`config.mk`:
```
export PLATFORM = sky130hd
export DESIGN_NAME = stack_seq_flat
export DESIGN_NICKNAME = d
export VERILOG_FILES = /design/src/rtl/stack_seq_if.sv /design/src/rtl/stack_seq.sv /design/src/flat_wrapper.sv
export SDC_FILE = /design/constraint.sdc
export NUM_CORES = 1
export LEC_CHECK = 0
export CAP_MARGIN = 20
export CORE_UTILIZATION = 40
export DETAILED_ROUTE_END_ITERATION = 6
export HOLD_SLACK_MARGIN = 0.02
export PLACE_DENSITY_LB_ADDON = 0.3
export SLEW_MARGIN = 20
export SYNTH_ARGS = -nofsm -noshare
export SYNTH_HDL_FRONTEND = slang
export SYNTH_SLANG_ARGS = --single-unit
```
`constraint.sdc`:
```
create_clock -name clock -period 2 [get_ports clock]
set_input_delay 0.3 -clock clock [delete_from_list [all_inputs] [get_ports clock]]
set_output_delay 0.3 -clock clock [all_outputs]
set_load 0.005 [all_outputs]
```
`src/rtl/stack_seq_if.sv`:
```
`default_nettype none
// ============================================================================
// Module   : stack_seq_if
// Purpose  : Request, result and byte-wide memory bus of the stack sequencer.
//            Carries the wrap flag only when STACK_SEQ_WRAP_DETECT_EN is defined.
// Revision : 1.0 - initial release
// ============================================================================
interface stack_seq_if;
    logic        push;
    logic        pop;
    logic [15:0] push_data;
    logic        sp_load;
    logic [15:0] sp_load_val;
    logic [7:0]  mem_rdata;
    logic [15:0] mem_addr;
    logic        mem_wr;
    logic        mem_rd;
    logic [7:0]  mem_wdata;
    logic [15:0] pop_data;
    logic [15:0] sp;
    logic        busy;
    logic        done;
`ifdef STACK_SEQ_WRAP_DETECT_EN
    logic        wrap;
`endif

    modport slave (
        input  push, pop, push_data, sp_load, sp_load_val, mem_rdata,
        output mem_addr, mem_wr, mem_rd, mem_wdata, pop_data, sp, busy, done
`ifdef STACK_SEQ_WRAP_DETECT_EN
        , output wrap
`endif
    );

    modport master (
        output push, pop, push_data, sp_load, sp_load_val, mem_rdata,
        input  mem_addr, mem_wr, mem_rd, mem_wdata, pop_data, sp, busy, done
`ifdef STACK_SEQ_WRAP_DETECT_EN
        , input wrap
`endif
    );
endinterface
`default_nettype wire

```
`src/rtl/stack_seq.sv`:
```
`default_nettype none
// ============================================================================
// Module   : stack_seq
// Purpose  : Pushes/pops 16-bit words as two bytes over an 8-bit memory bus
//            with a descending stack pointer. Optional sticky SP wrap flag
//            enabled by defining STACK_SEQ_WRAP_DETECT_EN.
// Revision : 1.0 - initial release
// ============================================================================
module stack_seq #(
    parameter logic [15:0] SP_RESET = 16'hFFFE
) (
    input  logic       clock,
    input  logic       reset,
    stack_seq_if.slave bus
);

    typedef enum logic [2:0] {
        ST_IDLE    = 3'd0,
        ST_PUSH_HI = 3'd1,
        ST_PUSH_LO = 3'd2,
        ST_POP_LO  = 3'd3,
        ST_POP_HI  = 3'd4
    } state_t;

    state_t      r_state;
    state_t      w_state_next;
    logic [15:0] r_sp;
    logic [15:0] w_sp_next;
    logic [15:0] r_data;
    logic [15:0] w_data_next;
    logic [7:0]  r_lo_byte;
    logic [7:0]  w_lo_byte_next;
    logic [15:0] r_pop_data;
    logic [15:0] w_pop_data_next;
    logic        r_done;
    logic        w_done_next;
    logic [15:0] w_mem_addr;
    logic        w_mem_wr;
    logic        w_mem_rd;
    logic [7:0]  w_mem_wdata;

    always_ff @(posedge clock or posedge reset) begin
        if (reset) begin
            r_state <= ST_IDLE;
        end else begin
            r_state <= w_state_next;
        end
    end

    always_comb begin
        w_state_next    = r_state;
        w_sp_next       = r_sp;
        w_data_next     = r_data;
        w_lo_byte_next  = r_lo_byte;
        w_pop_data_next = r_pop_data;
        w_done_next     = 1'b0;
        w_mem_addr      = r_sp;
        w_mem_wr        = 1'b0;
        w_mem_rd        = 1'b0;
        w_mem_wdata     = 8'h00;
        case (r_state)
            ST_IDLE: begin
                // One request per edge: sp_load beats push beats pop
                if (bus.sp_load) begin
                    w_sp_next = bus.sp_load_val;
                end else if (bus.push) begin
                    w_data_next  = bus.push_data;
                    w_sp_next    = r_sp - 16'd1;
                    w_state_next = ST_PUSH_HI;
                end else if (bus.pop) begin
                    w_state_next = ST_POP_LO;
                end
            end
            ST_PUSH_HI: begin
                w_mem_wr     = 1'b1;
                w_mem_wdata  = r_data[15:8];
                w_sp_next    = r_sp - 16'd1;
                w_state_next = ST_PUSH_LO;
            end
            ST_PUSH_LO: begin
                w_mem_wr     = 1'b1;
                w_mem_wdata  = r_data[7:0];
                w_done_next  = 1'b1;
                w_state_next = ST_IDLE;
            end
            ST_POP_LO: begin
                w_mem_rd       = 1'b1;
                w_lo_byte_next = bus.mem_rdata;
                w_sp_next      = r_sp + 16'd1;
                w_state_next   = ST_POP_HI;
            end
            ST_POP_HI: begin
                w_mem_rd        = 1'b1;
                w_pop_data_next = {bus.mem_rdata, r_lo_byte};
                w_sp_next       = r_sp + 16'd1;
                w_done_next     = 1'b1;
                w_state_next    = ST_IDLE;
            end
            default: begin
                w_state_next = ST_IDLE;
            end
        endcase
    end

    always_ff @(posedge clock or posedge reset) begin
        if (reset) begin
            r_sp       <= SP_RESET;
            r_data     <= 16'h0000;
            r_lo_byte  <= 8'h00;
            r_pop_data <= 16'h0000;
            r_done     <= 1'b0;
        end else begin
            r_sp       <= w_sp_next;
            r_data     <= w_data_next;
            r_lo_byte  <= w_lo_byte_next;
            r_pop_data <= w_pop_data_next;
            r_done     <= w_done_next;
        end
    end

    assign bus.mem_addr  = w_mem_addr;
    assign bus.mem_wr    = w_mem_wr;
    assign bus.mem_rd    = w_mem_rd;
    assign bus.mem_wdata = w_mem_wdata;
    assign bus.pop_data  = r_pop_data;
    assign bus.sp        = r_sp;
    assign bus.busy      = (r_state != ST_IDLE);
    assign bus.done      = r_done;

`ifdef STACK_SEQ_WRAP_DETECT_EN
    logic r_wrap;
    logic w_wrap_set;
    logic w_wrap_clr;

    // Decrements happen on push acceptance and in PUSH_HI; increments in both pop states
    always_comb begin
        w_wrap_clr = (r_state == ST_IDLE) && bus.sp_load;
        w_wrap_set = 1'b0;
        if (r_sp == 16'h0000) begin
            w_wrap_set = (r_state == ST_PUSH_HI) ||
                         ((r_state == ST_IDLE) && !bus.sp_load && bus.push);
        end else if (r_sp == 16'hFFFF) begin
            w_wrap_set = (r_state == ST_POP_LO) || (r_state == ST_POP_HI);
        end
    end

    always_ff @(posedge clock or posedge reset) begin
        if (reset) begin
            r_wrap <= 1'b0;
        end else if (w_wrap_clr) begin
            r_wrap <= 1'b0;
        end else if (w_wrap_set) begin
            r_wrap <= 1'b1;
        end
    end

    assign bus.wrap = r_wrap;
`endif

endmodule
`default_nettype wire

```
`src/flat_wrapper.sv`:
```
// flat-port wrapper written by rule: the top's interface ports become plain ports
module stack_seq_flat 
#(
    parameter logic [15:0] SP_RESET = 16'hFFFE
)
  (clock, reset, bus_push, bus_pop, bus_push_data, bus_sp_load, bus_sp_load_val, bus_mem_rdata, bus_mem_addr, bus_mem_wr, bus_mem_rd, bus_mem_wdata, bus_pop_data, bus_sp, bus_busy, bus_done);
  stack_seq_if bus_i ();
  input  logic clock;
  input  logic reset;
  input wire logic [$bits(bus_i.push)-1:0] bus_push;
  input wire logic [$bits(bus_i.pop)-1:0] bus_pop;
  input wire logic [$bits(bus_i.push_data)-1:0] bus_push_data;
  input wire logic [$bits(bus_i.sp_load)-1:0] bus_sp_load;
  input wire logic [$bits(bus_i.sp_load_val)-1:0] bus_sp_load_val;
  input wire logic [$bits(bus_i.mem_rdata)-1:0] bus_mem_rdata;
  output wire logic [$bits(bus_i.mem_addr)-1:0] bus_mem_addr;
  output wire logic [$bits(bus_i.mem_wr)-1:0] bus_mem_wr;
  output wire logic [$bits(bus_i.mem_rd)-1:0] bus_mem_rd;
  output wire logic [$bits(bus_i.mem_wdata)-1:0] bus_mem_wdata;
  output wire logic [$bits(bus_i.pop_data)-1:0] bus_pop_data;
  output wire logic [$bits(bus_i.sp)-1:0] bus_sp;
  output wire logic [$bits(bus_i.busy)-1:0] bus_busy;
  output wire logic [$bits(bus_i.done)-1:0] bus_done;
  assign bus_i.push = bus_push;
  assign bus_i.pop = bus_pop;
  assign bus_i.push_data = bus_push_data;
  assign bus_i.sp_load = bus_sp_load;
  assign bus_i.sp_load_val = bus_sp_load_val;
  assign bus_i.mem_rdata = bus_mem_rdata;
  assign bus_mem_addr = bus_i.mem_addr;
  assign bus_mem_wr = bus_i.mem_wr;
  assign bus_mem_rd = bus_i.mem_rd;
  assign bus_mem_wdata = bus_i.mem_wdata;
  assign bus_pop_data = bus_i.pop_data;
  assign bus_sp = bus_i.sp;
  assign bus_busy = bus_i.busy;
  assign bus_done = bus_i.done;
  stack_seq #(.SP_RESET(SP_RESET)) u_core (.clock(clock), .reset(reset), .bus(bus_i));
endmodule
```
==> results of run 1 <==
-- cell type report --
type	instances	share of cell area
tap	105	0.02643
sequential	60	0.3063
clock buffer	10	0.02567
clock inverter	6	0.008306
multi-input combinational	276	0.3395
timing repair buffer	156	0.2887
inverter	6	0.005034
-- cell families (layout without fill, tap and decap cells) --
| logic type | after synthesis | in the layout | share of synthesized area |
|---|---|---|---|
| simple gates | 166 | 166 | 0.2205 |
| flops | 60 | 60 | 0.4442 |
| mux | 17 | 17 | 0.05558 |
| buf+inv | 48 | 178 | 0.08409 |
| xor+xnor | 5 | 5 | 0.01280 |
| compound gates | 86 | 86 | 0.1755 |
| fa+ha+maj | 2 | 2 | 0.007311 |
-- metal layers --
metal / part of all wire / track usage / up-vias
met3: 0.074 / 0.05395 / 19
li1: - / - / 1589
met2: 0.49 / 0.3599 / 132
met4: 0.019 / 0.09343 / 0
met5: 0 / 0 / -
met1: 0.42 / 0.2886 / 1581
-- power by group through the flow --
stage	Sequential, mW	Clock (mW)	Combinational, mW
5_1_grt	2.43	1.04	3.37
6_report	2.34	0.958	3.06
3_3_place_gp	2.33	0	2.90
3_5_place_dp	2.36	0	2.95
2_1_floorplan	2.23	0	1.59
4_1_cts	2.34	0.974	2.99
-- what timing repair did --
action                                 in CTS  in global routing
gates cloned                                1                  0
setup buffers                               8                  2
pin swaps                                   1                  0
endpoints found under the hold margin       0                  0
resized for setup                          24                 15
setup endpoints to repair                  11                 14
-- worst register-to-register path: cells and delay by family, from the launching register on --
kind	cells	cell delay (ns)
AOI/OAI and AO/OA	3	0.64
DFF	1	0.40
buffers and inverters	1	0.16
and+or+nand+nor	2	0.66
-- through the flow --
step | power [mW] | TNS [ns] | hold WS (ns) | cell area [um2]
after detailed placement | 5.307 | 0 | 0.4561 | 4649
after CTS | 6.299 | 0 | 0.2103 | 4918
after global routing | 6.835 | -0.01375 | 0.2335 | 4971
after floorplan | 3.816 | 0 | 0.4054 | 3422
after global placement | 5.234 | 0 | 0.4463 | 4649
final | 6.363 | 0 | 0.2107 | 4971
-- synth_stat cells, types with 3 or more instances --
cell type,n
nand2_1,90
clkbuf_1,14
a21oi_1,13
a22oi_1,10
a211oi_1,3
o32ai_1,3
nand3_1,6
buf_2,5
a221oi_1,4
and2_1,5
nor3_1,14
o21ai_0,15
buf_6,4
o31a_1,3
o21ai_1,5
inv_1,4
buf_4,19
dfrtp_1,45
o31ai_1,4
a31oi_1,8
dfstp_2,15
nor2b_1,4
nor2_1,27
mux2_2,16
nand4_1,3
xnor2_1,4
-- worst paths after layout --
check / slack, ns / cells past startpoint / endpoint / start
min: 0.21 / 2 / u_core.bus.mem_addr[0]$_DFFE_PP0P_ / reset
min reg2reg: 0.47 / 2 / u_core.bus.pop_data[0]$_DFFE_PP0P_ / u_core.r_lo_byte[0]$_DFFE_PP0N_
max reg2reg: 0.05 / 6 / u_core.bus.mem_addr[13]$_DFFE_PP1P_ / u_core.bus.mem_addr[7]$_DFFE_PP1P_
max: 0.05 / 6 / u_core.bus.mem_addr[13]$_DFFE_PP1P_ / u_core.bus.mem_addr[7]$_DFFE_PP1P_
max in group asynchronous: 1.19 / 3 / u_core.r_lo_byte[3]$_DFFE_PP0N_ / reset
min in group clock: 0.47 / 2 / u_core.bus.pop_data[0]$_DFFE_PP0P_ / u_core.r_lo_byte[0]$_DFFE_PP0N_
-- sequential cells by signal, indices dropped and copies added, names as in the netlist --
signal,count
u_core.bus.done,1
u_core.r_lo_byte,8
u_core.bus.pop_data,16
u_core.r_state,3
u_core.bus.mem_addr,16
u_core.r_data,16
==> results.sh, run 1 <==
export IMPL_crit_buf_inv=1
export IMPL_stdcell_count=619
export IMPL_hold_class="in -> async"
export IMPL_grt_overflow=0
export IMPL_fillers=741
export IMPL_arrival_ns=2.21
export IMPL_coreArea_mm2=0.008258
export IMPL_dp_cells=592
export IMPL_cts_buffers=9
export IMPL_syn_nets=431
export IMPL_p_sw_mw=2.263
export IMPL_p_clk_frac=0.151
export IMPL_avgSynthCellArea_um2=8.912
export IMPL_grt_pass1_vias=3218
export IMPL_swShare=0.3557
export IMPL_multi_input_area_mm2=0.001688
export IMPL_cts_clk_slew_worst_paths_ns=0.07
export IMPL_syn_to_final_growth_pct=45.27
export IMPL_worstMarginPinSlew_ns=0.5035
export IMPL_mostFrequentLayoutCell="clkdlybuf4s50_1"
export IMPL_initial_core_util=0.4144
export IMPL_antenna_found_initial=0
export IMPL_synth_top_area_frac=0.3291
export IMPL_cts_root_buf="clkbuf_8"
export IMPL_synthCells=384
export IMPL_firstDrtPassIters=5
export IMPL_finalWorstPathRequiredPeriod_ns=1.947
export IMPL_p_int_mw=4.100
export IMPL_drtIter0Drc=179
export IMPL_crit_required_ns=2.26
export IMPL_path_cells="buf_4 > nor3_1 > nand2_1 > o31a_1 > o41ai_2 > o21ai_1"
export IMPL_drt_vias_per_instance=5.365
export IMPL_status="finished clean"
export IMPL_yosysSeqAreaShare=0.4442
export IMPL_vdd_ir_drop_max_mv=0.5692
export IMPL_yosys_most_used_dff="dfrtp_1"
export IMPL_drive_gt1_frac=0.2432
export IMPL_path_max_fanout=8
export IMPL_dieArea_mm2=0.008929
export IMPL_timing_final_ws_setup_ns=0.05313
export IMPL_finalCritPeriodShare=0.9734
export IMPL_cts_path_max_buffers=2
export IMPL_seqCellArea_mm2=0.001523
export IMPL_grt_pass1_wl_um=15350
export IMPL_cts_hold_buf=0
export IMPL_h_tree_depth=3
export IMPL_rows=33
export IMPL_pre_cts_ws_ns=0.006724
export IMPL_final_cell_mix="clkdlybuf4s50_1, nand2_1, buf_4"
export IMPL_slowest_delay_ns=0.45
export IMPL_power_frac_comb=0.481
export IMPL_synthTopCellsByArea="dfrtp_1, dfstp_2, nand2_1, mux2_2, buf_4"
export IMPL_slew_headroom=0.6617
export IMPL_place_congestion=0.8598
export IMPL_final_max_slew_viol_count=0
export IMPL_netlist_area_mm2=0.003422
export IMPL_hold_viol_final=0
export IMPL_post_route_util=0.6020
export IMPL_startpoint_type="flip-flop"
export IMPL_rsz0062_at_grt="yes"
export IMPL_crit_slowest_cell="nor3_1"
export IMPL_cp_end_kind="flip-flop"
export IMPL_insertedDiodeCount=0
export IMPL_yosysTopAreaCell="dfrtp_1"
export IMPL_timing_fmax_mhz=513.6
export IMPL_skew_ns=0.006452
export IMPL_fin_nets=556
export IMPL_cts_tree="yes"
export IMPL_grt_max_degree=25
export IMPL_p_seq_frac=0.368
export IMPL_ys_types=60
export IMPL_drc=0
export IMPL_grtUsageTotal=0.2239
export IMPL_p_leak_nw=2.130
export IMPL_hpwl_um=6675
export IMPL_vias=3321
export IMPL_finalSetupViolCount=0
export IMPL_portBuffers=104
export IMPL_ant_nets=0
export IMPL_wl_per_cell_um=15.29
export IMPL_io_pins=105
export IMPL_die_h_um=94.50
export IMPL_clock_sinks=60
export IMPL_synth_edf_count=0
export IMPL_yosysWarnings=0
export IMPL_power_density_mw_per_mm2=1280
export IMPL_insertion_delay_ns=0.35
export IMPL_die_w_um=94.50
export IMPL_routed_wl_um=9467
export IMPL_crit_family="simple AND/OR/NAND/NOR gates"
export IMPL_ys_ff_latch=60
export IMPL_ys_async_sr_fraction=1.000
export IMPL_crit_type="reg -> reg"
export IMPL_drv_cap=0
(Power assumes the default switching activity.)
==> run 2: changes to the inputs <==
Clock period 2 ns to 1.88 ns, I/O delays scaled along.
==> run 2 against run 1 <==
The run now ends with setup timing left. Count of clock-buffer cells in the layout is the same. Global-route usage grew 0.69 points. Register-to-register slack worse by 0.08 ns. Utilization grew 4.7 points. Sequential power increased by 8%. Largest power group unchanged. Final area rose by 7.9%.
==> results.sh, run 2 (synthesis results as in run 1) <==
export IMPL_crit_required_ns=2.13
export IMPL_grt_pass1_wl_um=15900
export IMPL_die_w_um=94.50
export IMPL_cts_clk_slew_worst_paths_ns=0.08
export IMPL_power_density_mw_per_mm2=1353
export IMPL_stdcell_count=643
export IMPL_drv_cap=0
export IMPL_p_int_mw=4.629
export IMPL_dieArea_mm2=0.008929
export IMPL_cts_root_buf="clkbuf_8"
export IMPL_io_pins=105
export IMPL_fin_nets=580
export IMPL_finalSetupTns_ns=-0.05076
export IMPL_drive_gt1_frac=0.3346
export IMPL_cts_path_max_buffers=2
export IMPL_hpwl_um=6907
export IMPL_insertedDiodeCount=0
export IMPL_timing_fmax_mhz=524.7
export IMPL_crit_slowest_cell="dfrtp_2"
export IMPL_finalPower_mw=7.254
export IMPL_place_congestion=0.8639
export IMPL_crit_buf_inv=1
export IMPL_violations="setup timing"
export IMPL_firstDrtPassIters=5
export IMPL_portBuffers=104
export IMPL_grt_max_degree=23
export IMPL_drc=0
export IMPL_path_cells="buf_6 > or3b_4 > and3_4 > and2_4 > o41ai_2 > o21ai_1"
export IMPL_mostFrequentLayoutCell="clkdlybuf4s50_1"
export IMPL_hold_viol_final=0
export IMPL_h_tree_depth=3
export IMPL_worstMarginPinSlew_ns=0.3855
export IMPL_hold_class="in -> async"
export IMPL_grtUsageTotal=0.2308
export IMPL_rows=33
export IMPL_syn_to_final_growth_pct=56.71
export IMPL_cts_tree="yes"
export IMPL_finalCritPeriodShare=1.014
export IMPL_grt_overflow=0
export IMPL_path_max_fanout=7
export IMPL_p_seq_frac=0.349
export IMPL_dp_cells=600
export IMPL_final_max_slew_viol_count=0
export IMPL_cp_end_kind="flip-flop"
export IMPL_vias=3515
export IMPL_finalWorstPathRequiredPeriod_ns=1.906
export IMPL_drtIter0Drc=201
export IMPL_swShare=0.3618
export IMPL_final_cell_mix="clkdlybuf4s50_1, nand2_1, buf_4"
export IMPL_crit_type="reg -> reg"
export IMPL_p_clk_frac=0.151
export IMPL_r2r_start="u_core.r_state[0]$_DFFE_PP0P_"
export IMPL_grt_pass1_vias=3344
export IMPL_finalSetupViolCount=2
export IMPL_startpoint_type="flip-flop"
export IMPL_die_h_um=94.50
export IMPL_coreArea_mm2=0.008258
export IMPL_initial_core_util=0.4144
export IMPL_wl_per_cell_um=16.70
export IMPL_status="finished with violations"
export IMPL_rsz0062_at_grt="yes"
export IMPL_drt_vias_per_instance=5.467
export IMPL_skew_ns=0.01251
export IMPL_cts_hold_buf=0
export IMPL_clock_sinks=60
export IMPL_slowest_delay_ns=0.47
export IMPL_p_sw_mw=2.624
export IMPL_design_area_mm2=0.005363
export IMPL_antenna_found_initial=0
export IMPL_slew_headroom=0.7410
export IMPL_timing_final_ws_setup_ns=-0.02587
export IMPL_whs_ns=0.2318
export IMPL_ant_nets=0
export IMPL_vdd_ir_drop_max_mv=0.6114
export IMPL_arrival_ns=2.16
export IMPL_cp_startpoint="u_core.r_state[0]$_DFFE_PP0P_"
export IMPL_crit_family="simple AND/OR/NAND/NOR gates"
export IMPL_cts_buffers=9
export IMPL_power_frac_comb=0.500
export IMPL_p_leak_nw=2.328
export IMPL_insertion_delay_ns=0.34
export IMPL_dpl_instance_area_mm2=0.004727
export IMPL_routed_wl_um=10740
-- run 2: cell count changes in the layout (fill, tap and decap cells not counted), moves of 5 or more --
| cell | before | now |
|---|---|---|
| buf_6 | 3 | 18 |
| clkbuf_2 | 2 | 7 |
| a22oi_1 | 10 | 4 |
| a22oi_2 | 0 | 6 |
| buf_4 | 48 | 53 |
| dlygate4sd2_1 | 8 | 0 |
-- run 2: metal layers --
metal  share of wire  global-route usage  up-vias
li1                -                   -     1643
met2            0.49              0.3810      162
met5               0                   0        -
met1            0.42              0.2987     1676
met3           0.069             0.04750       34
met4           0.028             0.08460        0
-- run 2: power by group through the flow --
stage               clock network [mW]  logic [mW]  registers [mW]
floorplan                            0        1.69            2.37
global placement                     0        3.15            2.50
detailed placement                   0        3.21            2.53
CTS                               1.11        3.33            2.50
global route                      1.17        3.95            2.61
finish                            1.10        3.62            2.53
-- run 2: what timing repair did --
| action | 4_1_cts | 5_1_grt |
|---|---|---|
| pin swaps | 5 | 18 |
| gates resized for setup | 41 | 75 |
| buffers inserted | 13 | 12 |
| setup endpoints to repair | 20 | 28 |
| cloned | 2 | 2 |
-- run 2: cell type report --
type / instances / area (um2)
clock inverter: 6 / 47.55
fill: 703 / 2895
tap: 105 / 131.4
timing repair buffer: 178 / 1657
sequential: 60 / 1524
clock buffer: 10 / 137.6
multi-input combinational: 278 / 1838
inverter: 6 / 27.53
-- run 2: path summary, 6_finish.rpt --
kind	cells past startpoint	endpoint	slack, ns
setup / recovery	6	u_core.bus.mem_addr[13]$_DFFE_PP1P_	-0.03
hold / removal	2	u_core.bus.done$_DFF_PP0_	0.23
setup reg to reg	6	u_core.bus.mem_addr[13]$_DFFE_PP1P_	-0.03
hold reg to reg	2	u_core.bus.pop_data[0]$_DFFE_PP0P_	0.48
max in group asynchronous	3	u_core.bus.mem_addr[9]$_DFFE_PP1P_	1.09
min in group clock	2	u_core.bus.pop_data[0]$_DFFE_PP0P_	0.48
-- run 2: through the flow --
stage | worst slack [ns] | utilization
4_1_cts | -0.06133 | 0.6135
6_report | -0.02587 | 0.6494
2_1_floorplan | 0.005559 | -
3_3_place_gp | -0.07946 | 0.5724
5_1_grt | -0.1131 | 0.6494
3_5_place_dp | -0.1532 | 0.5724
==> run 3: changes to the inputs <==
--- a/config.mk
+++ b/config.mk
@@ -9,4 +9,5 @@
 export CORE_UTILIZATION = 40
 export DETAILED_ROUTE_END_ITERATION = 6
+export GPL_TIMING_DRIVEN = 0
 export HOLD_SLACK_MARGIN = 0.02
 export PLACE_DENSITY_LB_ADDON = 0.3
==> constraint.sdc (replaced) <==
create_clock -name clock -period 1.88 [get_ports clock]
set_input_delay 0.564 -clock clock [delete_from_list [all_inputs] [get_ports clock]]
set_output_delay 0.564 -clock clock [all_outputs]
set_load 0.005 [all_outputs]
==> run 3 against run 2 <==
Critical path type is now reg -> out. First-iteration DRC count is 37% higher. Highest routed layer unchanged. Maximum frequency is 9.6% lower. The flow still finishes with violations (setup timing). Power is 9.0% higher.
==> results.sh, run 3 (synthesis results as in run 1) <==
export IMPL_p_leak_nw=2.585
export IMPL_violations="setup timing"
export IMPL_timing_fmax_mhz=474.3
export IMPL_portBuffers=103
export IMPL_power_frac_comb=0.567
export IMPL_clock_sinks=60
export IMPL_cts_tree="yes"
export IMPL_cts_root_buf="clkbuf_8"
export IMPL_r2r_setup_slack_ns=-0.20
export IMPL_rr_endpoint="u_core.bus.mem_addr[12]$_DFFE_PP1P_"
export IMPL_p_clk_frac=0.140
export IMPL_dieArea_mm2=0.008929
export IMPL_worstMarginPinSlew_ns=0.7598
export IMPL_startpoint_type="flip-flop"
export IMPL_h_tree_depth=3
export IMPL_finalWorstPathRequiredPeriod_ns=2.108
export IMPL_drt_vias_per_instance=5.574
export IMPL_crit_type="reg -> out"
export IMPL_r2r_start="u_core.bus.mem_addr[2]$_DFFE_PP1P_"
export IMPL_crit_slowest_cell="dfrtp_2"
export IMPL_crit_family="buffers and inverters"
export IMPL_final_max_slew_viol_count=0
export IMPL_cts_clk_slew_worst_paths_ns=0.09
export IMPL_vdd_ir_drop_max_mv=0.8062
export IMPL_fillers=607
export IMPL_skew_ns=0.01364
export IMPL_cp_end_kind="primary output"
export IMPL_vias=3757
export IMPL_die_w_um=94.50
export IMPL_grt_pass1_wl_um=17370
export IMPL_insertedDiodeCount=0
export IMPL_hpwl_um=6653
export IMPL_wl_per_cell_um=17.13
export IMPL_slew_headroom=0.4924
export IMPL_cts_hold_buf=0
export IMPL_insertion_delay_ns=0.35
export IMPL_path_cells="buf_6 > nor2b_4 > buf_6 > clkbuf_16 > a22oi_2 > nor2_1 > buf_2"
export IMPL_crit_buf_inv=4
export IMPL_mostFrequentLayoutCell="nand2_1"
export IMPL_cts_path_max_buffers=2
export IMPL_grt_pass1_vias=3587
export IMPL_hold_viol_final=0
export IMPL_critical_path_most_common_cell="buf_6"
export IMPL_finalPower_mw=7.908
export IMPL_place_congestion=0.8875
export IMPL_crit_required_ns=1.32
export IMPL_finalSetupViolCount=20
export IMPL_fin_nets=611
export IMPL_slowest_delay_ns=0.41
export IMPL_initial_core_util=0.4144
export IMPL_cp_startpoint="u_core.r_state[0]$_DFFE_PP0P_"
export IMPL_hold_path_depth=2
export IMPL_grtUsageTotal=0.2507
export IMPL_cts_buffers=9
export IMPL_swShare=0.3805
export IMPL_dp_cells=593
export IMPL_r2r_cells=8
export IMPL_die_h_um=94.50
export IMPL_io_pins=105
export IMPL_routed_wl_um=11550
export IMPL_arrival_ns=1.54
export IMPL_p_sw_mw=3.009
export IMPL_grt_max_degree=33
export IMPL_rsz0062_at_grt="yes"
export IMPL_coreArea_mm2=0.008258
export IMPL_drc=0
export IMPL_antenna_found_initial=0
export IMPL_syn_to_final_growth_pct=68.85
export IMPL_final_cell_mix="nand2_1, buf_4, clkdlybuf4s50_1"
export IMPL_rows=33
export IMPL_drive_gt1_frac=0.4236
export IMPL_timing_final_ws_setup_ns=-0.2285
export IMPL_path_max_fanout=5
export IMPL_p_seq_frac=0.294
export IMPL_ant_nets=0
export IMPL_grt_overflow=0
export IMPL_p_int_mw=4.899
export IMPL_finalCritPeriodShare=1.122
export IMPL_power_density_mw_per_mm2=1369
export IMPL_post_route_util=0.6997
export IMPL_whs_ns=0.4733
export IMPL_firstDrtPassIters=5
export IMPL_drtIter0Drc=275
export IMPL_drv_cap=0
export IMPL_cp_depth=7
export IMPL_stdcell_count=674
export IMPL_hold_class="reg -> reg"
export IMPL_endpoint="bus_mem_wdata[7]"
export IMPL_status="finished with violations"
run 3: layout make-up:
type | count | area (um2) | share of cell area
Timing Repair Buffer | 173 | 1560 | 0.2700
Tap cell | 105 | 131.4 | 0.02274
Inverter | 6 | 33.78 | 0.005847
Multi-Input combinational cell | 276 | 2021 | 0.3497
Buffer | 38 | 327.8 | 0.05673
Sequential cell | 60 | 1523 | 0.2635
Clock inverter | 7 | 57.56 | 0.009961
Clock buffer | 9 | 123.9 | 0.02144
run 3: timing repair:
| item | 4_1_cts | 5_1_grt |
|---|---|---|
| cloned | 2 | 0 |
| setup buffers | 51 | 19 |
| setup endpoints to repair | 70 | 56 |
| resized for setup | 181 | 61 |
| pin swaps | 32 | 31 |
run 3: routing by layer:
metal	share of wire	global-route usage
met5	0	0
met4	0.037	0.09722
met2	0.49	0.4143
met3	0.080	0.05314
met1	0.39	0.3211
run 3: worst min path at each step:
| stage | start | end |
|---|---|---|
| after detailed placement | u_core.r_lo_byte[6]$_DFFE_PP0N_ | u_core.r_lo_byte[6]$_DFFE_PP0N_ |
| after floorplan | u_core.r_lo_byte[0]$_DFFE_PP0N_ | u_core.bus.pop_data[0]$_DFFE_PP0P_ |
| final | u_core.r_lo_byte[5]$_DFFE_PP0N_ | u_core.bus.pop_data[5]$_DFFE_PP0P_ |
| after CTS | u_core.r_lo_byte[6]$_DFFE_PP0N_ | u_core.bus.pop_data[6]$_DFFE_PP0P_ |
| after global routing | u_core.bus.pop_data[9]$_DFFE_PP0P_ | u_core.bus.pop_data[9]$_DFFE_PP0P_ |
| after global placement | u_core.r_lo_byte[7]$_DFFE_PP0N_ | u_core.bus.pop_data[7]$_DFFE_PP0P_ |
run 3: per-stage QoR:
stage          setup WS (ns)  setup TNS (ns)  cell area (um2)
6_report             -0.2285          -3.235             5778
3_5_place_dp         -0.8070          -15.11             4613
3_3_place_gp         -0.7455          -20.22             4593
5_1_grt              -0.3205          -5.145             5778
4_1_cts              -0.3030          -3.272             5487
2_1_floorplan       0.005559               0             3431
run 3: power by group through the flow:
stage	Clock [mW]	Combinational (mW)	Sequential, mW
floorplan	0	1.69	2.37
global placement	0	3.16	2.42
detailed placement	0	3.24	2.44
CTS	1.12	3.98	2.33
global route	1.19	4.82	2.40
finish	1.11	4.48	2.32
run 3: worst register-to-register path: stages, from the launching register on:
cell	delay, ns
dfstp_2	0.55
buf_6	0.10
buf_6	0.08
nand4_1	0.20
buf_4	0.23
nor3_4	0.32
a31oi_1	0.14
o31ai_1	0.24
o21ai_1	0.13
